==> config.mk <==
export PLATFORM = sky130hd
export DESIGN_NAME = timer0_clk_ctrl_flat
export DESIGN_NICKNAME = d
export VERILOG_FILES = /design/src/rtl/timer0_clk_ctrl_if.sv /design/src/rtl/timer0_clk_ctrl.sv /design/src/flat_wrapper.sv
export SDC_FILE = /design/constraint.sdc
export NUM_CORES = 1
export LEC_CHECK = 0
export CAP_MARGIN = 20
export CORE_MARGIN = 5
export CORE_UTILIZATION = 48
export DETAILED_ROUTE_END_ITERATION = 8
export PLACE_DENSITY = 0.93
export SETUP_SLACK_MARGIN = 0.2
export SLEW_MARGIN = 20
export SYNTH_ARGS = -nofsm -noshare
export SYNTH_HDL_FRONTEND = slang
export SYNTH_SLANG_ARGS = --single-unit
==> constraint.sdc <==
create_clock -name clk -period 3.6 [get_ports clk]
set_clock_uncertainty 0.15 [all_clocks]
set_input_delay 0.54 -clock clk [delete_from_list [all_inputs] [get_ports clk]]
set_output_delay 0.54 -clock clk [all_outputs]
set_load 0.005 [all_outputs]
==> src/rtl/timer0_clk_ctrl_if.sv <==
// Register-side signal bundle for the Timer/Counter0 clock controller.
// The slave modport is the timer; the master modport is the CPU/register side.
interface timer0_clk_ctrl_if #(
    parameter int PRESC_W = 10
);
    logic [2:0]         cs;
    logic               psr_clr;
    logic               t0_pin;
    logic               tcnt_wr;
    logic [7:0]         tcnt_wdata;
    logic [7:0]         ocr;
    logic [1:0]         flag_clr;
    logic               tick;
    logic [7:0]         tcnt;
    logic               tov;
    logic               ocf;
    logic [PRESC_W-1:0] presc;

    modport master (
        output cs, psr_clr, t0_pin, tcnt_wr, tcnt_wdata, ocr, flag_clr,
        input  tick, tcnt, tov, ocf, presc
    );

    modport slave (
        input  cs, psr_clr, t0_pin, tcnt_wr, tcnt_wdata, ocr, flag_clr,
        output tick, tcnt, tov, ocf, presc
    );
endinterface

==> src/rtl/timer0_clk_ctrl.sv <==
// Timer/Counter0 clock-enable scheduler: shared prescaler, T0 edge detector,
// TCNT0 sequencer with TOV0/OCF0 flags.
module timer0_clk_ctrl #(
    parameter int PRESC_W  = 10,
    parameter int SYNC_STG = 2
) (
    input  logic                  clk,
    input  logic                  rst_n,
    timer0_clk_ctrl_if.slave      bus
);

    logic [PRESC_W-1:0]  presc_q;
    logic [SYNC_STG-1:0] sync_q;
    logic                hist_q;
    logic [7:0]          tcnt_q;
    logic                tick_q;
    logic                tov_q;
    logic                ocf_q;
    logic                cmp_blk_q;

    logic                t0_now;
    logic                en_raw;
    logic                en;
    logic                cnt_en;
    logic [7:0]          tcnt_inc;
    logic                tov_set;
    logic                ocf_set;

    assign t0_now   = sync_q[SYNC_STG-1];
    assign tcnt_inc = tcnt_q + 8'd1;

    always_comb begin
        en_raw = 1'b0;
        case (bus.cs)
            3'b001:  en_raw = 1'b1;
            3'b010:  en_raw = &presc_q[2:0];
            3'b011:  en_raw = &presc_q[5:0];
            3'b100:  en_raw = &presc_q[7:0];
            3'b101:  en_raw = &presc_q[9:0];
            3'b110:  en_raw = hist_q & ~t0_now;
            3'b111:  en_raw = ~hist_q & t0_now;
            default: en_raw = 1'b0;
        endcase
        en = en_raw & ~bus.psr_clr;
    end

    // A CPU write to TCNT0 swallows a coincident count and arms the compare blocker
    assign cnt_en  = en & ~bus.tcnt_wr;
    assign tov_set = cnt_en & (tcnt_q == 8'hFF);
    assign ocf_set = cnt_en & ~cmp_blk_q & (tcnt_inc == bus.ocr);

    always_ff @(posedge clk) begin
        if (!rst_n) begin
            presc_q   <= '0;
            sync_q    <= '0;
            hist_q    <= 1'b0;
            tcnt_q    <= 8'd0;
            tick_q    <= 1'b0;
            tov_q     <= 1'b0;
            ocf_q     <= 1'b0;
            cmp_blk_q <= 1'b0;
        end else begin
            presc_q <= bus.psr_clr ? '0 : presc_q + PRESC_W'(1);
            sync_q  <= {sync_q[SYNC_STG-2:0], bus.t0_pin};
            hist_q  <= t0_now;
            tick_q  <= cnt_en;
            if (bus.tcnt_wr) begin
                tcnt_q    <= bus.tcnt_wdata;
                cmp_blk_q <= 1'b1;
            end else if (en) begin
                tcnt_q    <= tcnt_inc;
                cmp_blk_q <= 1'b0;
            end
            // Setting a flag beats a simultaneous write-1-to-clear
            tov_q <= tov_set | (tov_q & ~bus.flag_clr[0]);
            ocf_q <= ocf_set | (ocf_q & ~bus.flag_clr[1]);
        end
    end

    assign bus.tick  = tick_q;
    assign bus.tcnt  = tcnt_q;
    assign bus.tov   = tov_q;
    assign bus.ocf   = ocf_q;
    assign bus.presc = presc_q;

endmodule

==> src/flat_wrapper.sv <==
// flat-port wrapper written by rule: the top's interface ports become plain ports
module timer0_clk_ctrl_flat 
#(
    parameter int PRESC_W  = 10,
    parameter int SYNC_STG = 2
)
  (clk, rst_n, bus_cs, bus_psr_clr, bus_t0_pin, bus_tcnt_wr, bus_tcnt_wdata, bus_ocr, bus_flag_clr, bus_tick, bus_tcnt, bus_tov, bus_ocf, bus_presc);
  timer0_clk_ctrl_if #(.PRESC_W(PRESC_W)) bus_i ();
  input  logic clk;
  input  logic rst_n;
  input wire logic [$bits(bus_i.cs)-1:0] bus_cs;
  input wire logic [$bits(bus_i.psr_clr)-1:0] bus_psr_clr;
  input wire logic [$bits(bus_i.t0_pin)-1:0] bus_t0_pin;
  input wire logic [$bits(bus_i.tcnt_wr)-1:0] bus_tcnt_wr;
  input wire logic [$bits(bus_i.tcnt_wdata)-1:0] bus_tcnt_wdata;
  input wire logic [$bits(bus_i.ocr)-1:0] bus_ocr;
  input wire logic [$bits(bus_i.flag_clr)-1:0] bus_flag_clr;
  output wire logic [$bits(bus_i.tick)-1:0] bus_tick;
  output wire logic [$bits(bus_i.tcnt)-1:0] bus_tcnt;
  output wire logic [$bits(bus_i.tov)-1:0] bus_tov;
  output wire logic [$bits(bus_i.ocf)-1:0] bus_ocf;
  output wire logic [$bits(bus_i.presc)-1:0] bus_presc;
  assign bus_i.cs = bus_cs;
  assign bus_i.psr_clr = bus_psr_clr;
  assign bus_i.t0_pin = bus_t0_pin;
  assign bus_i.tcnt_wr = bus_tcnt_wr;
  assign bus_i.tcnt_wdata = bus_tcnt_wdata;
  assign bus_i.ocr = bus_ocr;
  assign bus_i.flag_clr = bus_flag_clr;
  assign bus_tick = bus_i.tick;
  assign bus_tcnt = bus_i.tcnt;
  assign bus_tov = bus_i.tov;
  assign bus_ocf = bus_i.ocf;
  assign bus_presc = bus_i.presc;
  timer0_clk_ctrl #(.PRESC_W(PRESC_W), .SYNC_STG(SYNC_STG)) u_core (.clk(clk), .rst_n(rst_n), .bus(bus_i));
endmodule
* Yosys cells after proc, flatten, opt, wreduce, memory -nomap -nowiden
Cells that the tools add are included.
Word-level totals: bits of input ports 26, output and inout bits 21, word-level logic and storage cells 49, flip-flop bits (word level) 25
Operators by class: mux-type cells 5, add/subtract/negate cells 2, eq/ne operators 9, bitwise gates (word level) 19, reductions and logical operators 6
Operator list (number):
- two-way mux 8 bit | 2
- equality test 3 bit, second input constant | 4
- adder 10 x 1 -> 10 bit, second input constant | 1
- AND reduction 10 bit | 1
- AND 1 bit | 9
- adder 8 x 1 -> 8 bit, second input constant | 1
- equality test 8 bit | 1
- equality test 8 bit, second input constant | 1
- NOT 1 bit | 8
- AND reduction 8 bit | 1
- one-hot mux 1 bit (7 select lines) | 1
- equality test 3 x 2 -> 1 bit, second input constant | 2
- AND reduction 6 bit | 1
- equality test 3 x 1 -> 1 bit, second input constant | 1
- AND reduction 3 bit | 1
- two-way mux 1 bit | 2
- OR 1 bit | 2
- nonzero test 2 bit | 1
- OR reduction 2 bit | 1

* Logic depth before layout (Yosys ltp)
depth in word-level cells 8, depth in mapped cells 8, gate-level depth less buffers 7

* Least setup slack after synthesis
No wires, ideal clock.
path kind reg-to-reg, start point reg u_core.presc_q[0] (netlist: u_core.bus.presc[0]), end point reg u_core.tcnt_q[5] (netlist: u_core.bus.tcnt[5]), stages on the path, launching flop included 8, slack 1.661 ns, arrival time 1.715 ns, buffers on the path 0, clock period less this slack 1.939 ns, setup time 0.074 ns, required time 3.376 ns, cell sequence dfxtp_1 -> ha_1 -> ha_1 -> a211oi_1 -> a211oi_2 -> o211ai_2 -> or4_1 -> a31oi_1
On the way: longest elaborated chain between the ends 4, elaborated cells between the ends (all ways) 7, classes of those cells mux (1); bitwise (1); reduce/logical (5)
RTL lines:
- start, declared | RTL line timer0_clk_ctrl.sv:12 | logic [PRESC_W-1:0] presc_q;
- start signal, assigned | RTL line timer0_clk_ctrl.sv:63 | presc_q <= bus.psr_clr ? '0 : presc_q + PRESC_W'(1);
- AND reduction 10 bit, or another cell as far along | RTL line timer0_clk_ctrl.sv:39 | 3'b101: en_raw = &presc_q[9:0];
- one-hot mux 1 bit (7 select lines) * | RTL line timer0_clk_ctrl.sv:34 | case (bus.cs)
- AND 1 bit * | RTL line timer0_clk_ctrl.sv:44 | en = en_raw & ~bus.psr_clr;
- nonzero test 2 bit (no line) *
- end signal, assigned | RTL line timer0_clk_ctrl.sv:68 | tcnt_q <= bus.tcnt_wdata;
- end signal, assigned | RTL line timer0_clk_ctrl.sv:71 | tcnt_q <= tcnt_inc;
- end, declared | RTL line timer0_clk_ctrl.sv:15 | logic [7:0] tcnt_q;
Every way passes the cells marked *; elsewhere a longest branch is shown, timed or not. A chain may end at the register's enable or synchronous reset.

* Worst setup path after layout
start point in bus_cs[1], end point reg u_core.tcnt_q[5] (netlist: u_core.bus.tcnt[5])
On the way: longest elaborated chain between the ends 4, elaborated cells between the ends (all ways) 10, classes of those cells eq/ne (7); mux (1); bitwise (1); reduce/logical (1)
RTL lines:
- start, declared | RTL line flat_wrapper.sv:11 | input wire logic [$bits(bus_i.cs)-1:0] bus_cs;
- equality test 3 bit, or another cell as far along | RTL line timer0_clk_ctrl.sv:34
- one-hot mux 1 bit (7 select lines) * | RTL line timer0_clk_ctrl.sv:34
- AND 1 bit * | RTL line timer0_clk_ctrl.sv:44
- nonzero test 2 bit (no line) *
Marked as above.

==> flow_summary.toml <==
[timing]
timing_hold_violations_final = 0
report.final.setup_viol = 0
timing.fmax_mhz = 414
grt_setup_unrepaired = "no"
worstMarginPinSlew_ns = 0.738
slew_headroom = 0.506
tns_ns = 0
final_max_slew_viol_count = 0
layout_worst_path_cycle_share = 0.672
period_needed_ns = 2.42
fin_worst_hold_slack_ns = 0.322

[synthesis]
synth_top_area_share = 0.377
synth_fp_nets = 179
ys_seq_elements = 25
post_synth_inst_count = 150
synth.lib_cells_used.distinct = 41
synthesis.yosys.warnings = 0
synthesis.area_mm2 = 0.00133
synth_area_leader_cell = "sky130_fd_sc_hd__dfxtp_1"
synth_area_per_cell_um2 = 8.86
cells_taking_the_most_area_after_synthesis = "sky130_fd_sc_hd__dfxtp_1, sky130_fd_sc_hd__xor2_1, sky130_fd_sc_hd__xnor2_1, sky130_fd_sc_hd__o21ai_0, sky130_fd_sc_hd__nor2_1"
ys_seq_area_frac = 0.377

[grt]
grt-busiest-layer = "met2"
grt_usage = 0.177
grtUsageMet2 = 0.304
grt_start_max_net_pins = 19
first_global_vias = 1287
grt_pass1_wl_mm = 5.78
global_routing_met3_resource_utilization = 0.0396
use_met1 = 0.208
grt.overflow.total = 0
antenna_found_initial = 0

[finish]
final_area_mm2 = 0.00183
final_layout_size_suffix_gt1_frac = 0.0459
layout.cells.most_common = "sky130_fd_sc_hd__clkdlybuf4s50_1"
fillers = 238
finish.net_count = 226
flow.area_growth_from_synthesis_pct = 37.7
layout_common_cells = "sky130_fd_sc_hd__clkdlybuf4s50_1, sky130_fd_sc_hd__dfxtp_1, sky130_fd_sc_hd__o21ai_0"
antenna_cells = 0

[clock_network]
cts_h_tree_depth = 1
cts.root.buffer_cell = "sky130_fd_sc_hd__clkbuf_4"
tritoncts.num_buffers = 3
clock_latency_late_sink_ns = 0.32
clk_pin_slew_ns = 0.13
tritoncts = "done"
cts_resized = 0
cts_post_setup_buffers_inserted = 0
numClockSinks = 25
cts.hold.buffers_added = 0
ctsLongestPathBuffers = 2

[pwr]
comb_power_share = 0.193
worst_vdd_drop_uv = 210
clock_power_share = 0.240
pwr_density_mw_per_mm2 = 291
swShare = 0.270
net_switching_power_w = 0.000144
cellInternalPower_w = 0.000388
static-leakage-power_nw = 0.636
pwr-share-seq = 0.567
fin_total_pwr_w = 0.000532

[hold_path]
hold_path.startpoint = "u_core.sync_q[0]$_SDFF_PN0_"
worstHoldEndpoint = "u_core.sync_q[1]$_SDFF_PN0_"
worstHoldPathCells = 1
worstHoldPathType = "flip-flop to flip-flop"

[setup_path]
r2r_start = "u_core.bus.presc[0]$_SDFF_PP0_"
timing.critical_path.to_type = "flip-flop"
worstPathMaxFanout = 18
setup.worst_path.start_class = "primary input"
timing.reg2reg.setup_slack_ns = 1.20
worstSetupPathType = "primary input to flip-flop"
timing.critical_path.arrival_ns = 2.53
regToRegEndpoint = "u_core.bus.tcnt[5]$_SDFFE_PN0P_"
worstPathRequired_ns = 3.71
worstRegToRegCells = 7

[die]
boundaryPins = 47
floorplan.initialDensity = 0.490
die_width_um = 62.6
coreArea_mm2 = 0.00271
placement_rows = 19
die-area_mm2 = 0.00392
die-height_um = 62.6

[placed_design]
place.port_buffers = 46
gp_congestion = 0.876
placed_area_mm2 = 0.00180
place_hpwl_mm = 2.70

[run_status]
outcome = "finished, final reports clean"

[detailed_routing]
vias = 1282
first_iter_violations = 35
routed_wire_length_per_instance_um = 15.2
route.antenna.remaining_nets = 0
via_per_inst = 5.65
drt-total-wl_mm = 3.44
first_drt_pass_iteration_count = 4
remaining_drc_errors = 0

[run]
timing.max_cap.violations = 0
==> synth_stat cells, drive strengths merged <==
cell type / n
nor4: 2
nand3: 4
or4b: 1
o21ai: 12
o41ai: 2
and2: 4
nor3b: 2
o31ai: 1
clkbuf: 2
nor2b: 2
dfxtp: 25
o211ai: 2
nand4b: 1
o2111ai: 1
ha: 3
nor3: 3
o311a: 1
o21a: 4
nand3b: 3
a31oi: 5
nand2: 8
and4: 1
xor2: 9
mux2i: 2
and3: 2
or3: 6
xnor2: 7
a32o: 1
inv: 5
or4: 1
nand2b: 4
buf: 2
a21oi: 8
or2: 1
nor2: 11
a211oi: 2
==> flip-flops by register name, summed over array words and instances (netlist names) <==
signal,count
u_core.bus.tick,1
u_core.hist_q,1
u_core.cmp_blk_q,1
u_core.bus.tov,1
u_core.bus.tcnt,8
u_core.bus.ocf,1
u_core.sync_q,2
u_core.bus.presc,10
==> logic make-up (layout without fill, tap and decap cells) <==
logic type | after synthesis | count (layout) | synth area share
flip-flops | 25 | 25 | 0.377
AND/OR/NAND/NOR | 56 | 56 | 0.243
XOR/XNOR | 16 | 16 | 0.105
buffers and inverters | 9 | 55 | 0.0339
adder cells (fa/ha/maj) | 3 | 3 | 0.0283
AO/OA/AOI/OAI | 39 | 39 | 0.198
multiplexers | 2 | 2 | 0.0151
==> stage by stage <==
| stage | worst slack, ns | cells | utilization |
|---|---|---|---|
| final | 1.18 | 227 | 0.675 |
| after CTS | 1.21 | 227 | 0.675 |
| after global placement | 0.991 | 223 | 0.665 |
| after global routing | 1.03 | 227 | 0.675 |
| after detailed placement | 0.852 | 223 | 0.665 |
| after floorplan | 1.66 | 150 | - |
==> critical path, stage by stage <==
cell and delay [ns]:
sky130_fd_sc_hd__clkdlybuf4s50_1 0.58, sky130_fd_sc_hd__a211oi_1 0.13, sky130_fd_sc_hd__a211oi_2 0.23, sky130_fd_sc_hd__o211ai_2 0.34, sky130_fd_sc_hd__or4_1 0.54, sky130_fd_sc_hd__a31oi_1 0.17
==> area by class of cell <==
cell class / count / area [um2] / share of cell area
multi-input combinational: 116 / 783 / 0.428
sequential: 25 / 500 / 0.274
timing repair buffer: 46 / 460 / 0.252
tap: 31 / 38.8 / 0.0212
clock buffer: 3 / 22.5 / 0.0123
inverter: 5 / 18.8 / 0.0103
clock inverter: 1 / 5.00 / 0.00274
==> power groups by stage <==
| stage | clock network (W) | logic (W) | registers [W] |
|---|---|---|---|
| final | 0.000128 | 0.000103 | 0.000302 |
| after global routing | 0.000146 | 0.000112 | 0.000304 |
| after CTS | 0.000129 | 0.000103 | 0.000301 |
| after detailed placement | 0 | 0.000102 | 0.000307 |
| after global placement | 0 | 0.0000973 | 0.000306 |
| after floorplan | 0 | 0.0000469 | 0.000305 |
==> routing by layer <==
layer	part of all wire	wire (um)
met5	0	0
met4	0.025	87
met3	0.064	221
met2	0.50	1710
met1	0.41	1420
==> worst max-delay path by stage <==
stage                                               from                              end  slack [ns]  depth (start not counted)
after global routing      u_core.bus.presc[0]$_SDFF_PP0_  u_core.bus.tcnt[5]$_SDFFE_PN0P_        1.03                          7
after detailed placement                       bus_cs[1]  u_core.bus.tcnt[5]$_SDFFE_PN0P_        0.85                          6
final                                          bus_cs[1]  u_core.bus.tcnt[5]$_SDFFE_PN0P_        1.18                          6
after floorplan           u_core.bus.presc[0]$_SDFF_PP0_  u_core.bus.tcnt[5]$_SDFFE_PN0P_        1.66                          7
after CTS                                      bus_cs[1]  u_core.bus.tcnt[5]$_SDFFE_PN0P_        1.21                          6
after global placement                         bus_cs[1]  u_core.bus.tcnt[5]$_SDFFE_PN0P_        0.99                          6
No activity file was read; power rests on OpenSTA's default activity.
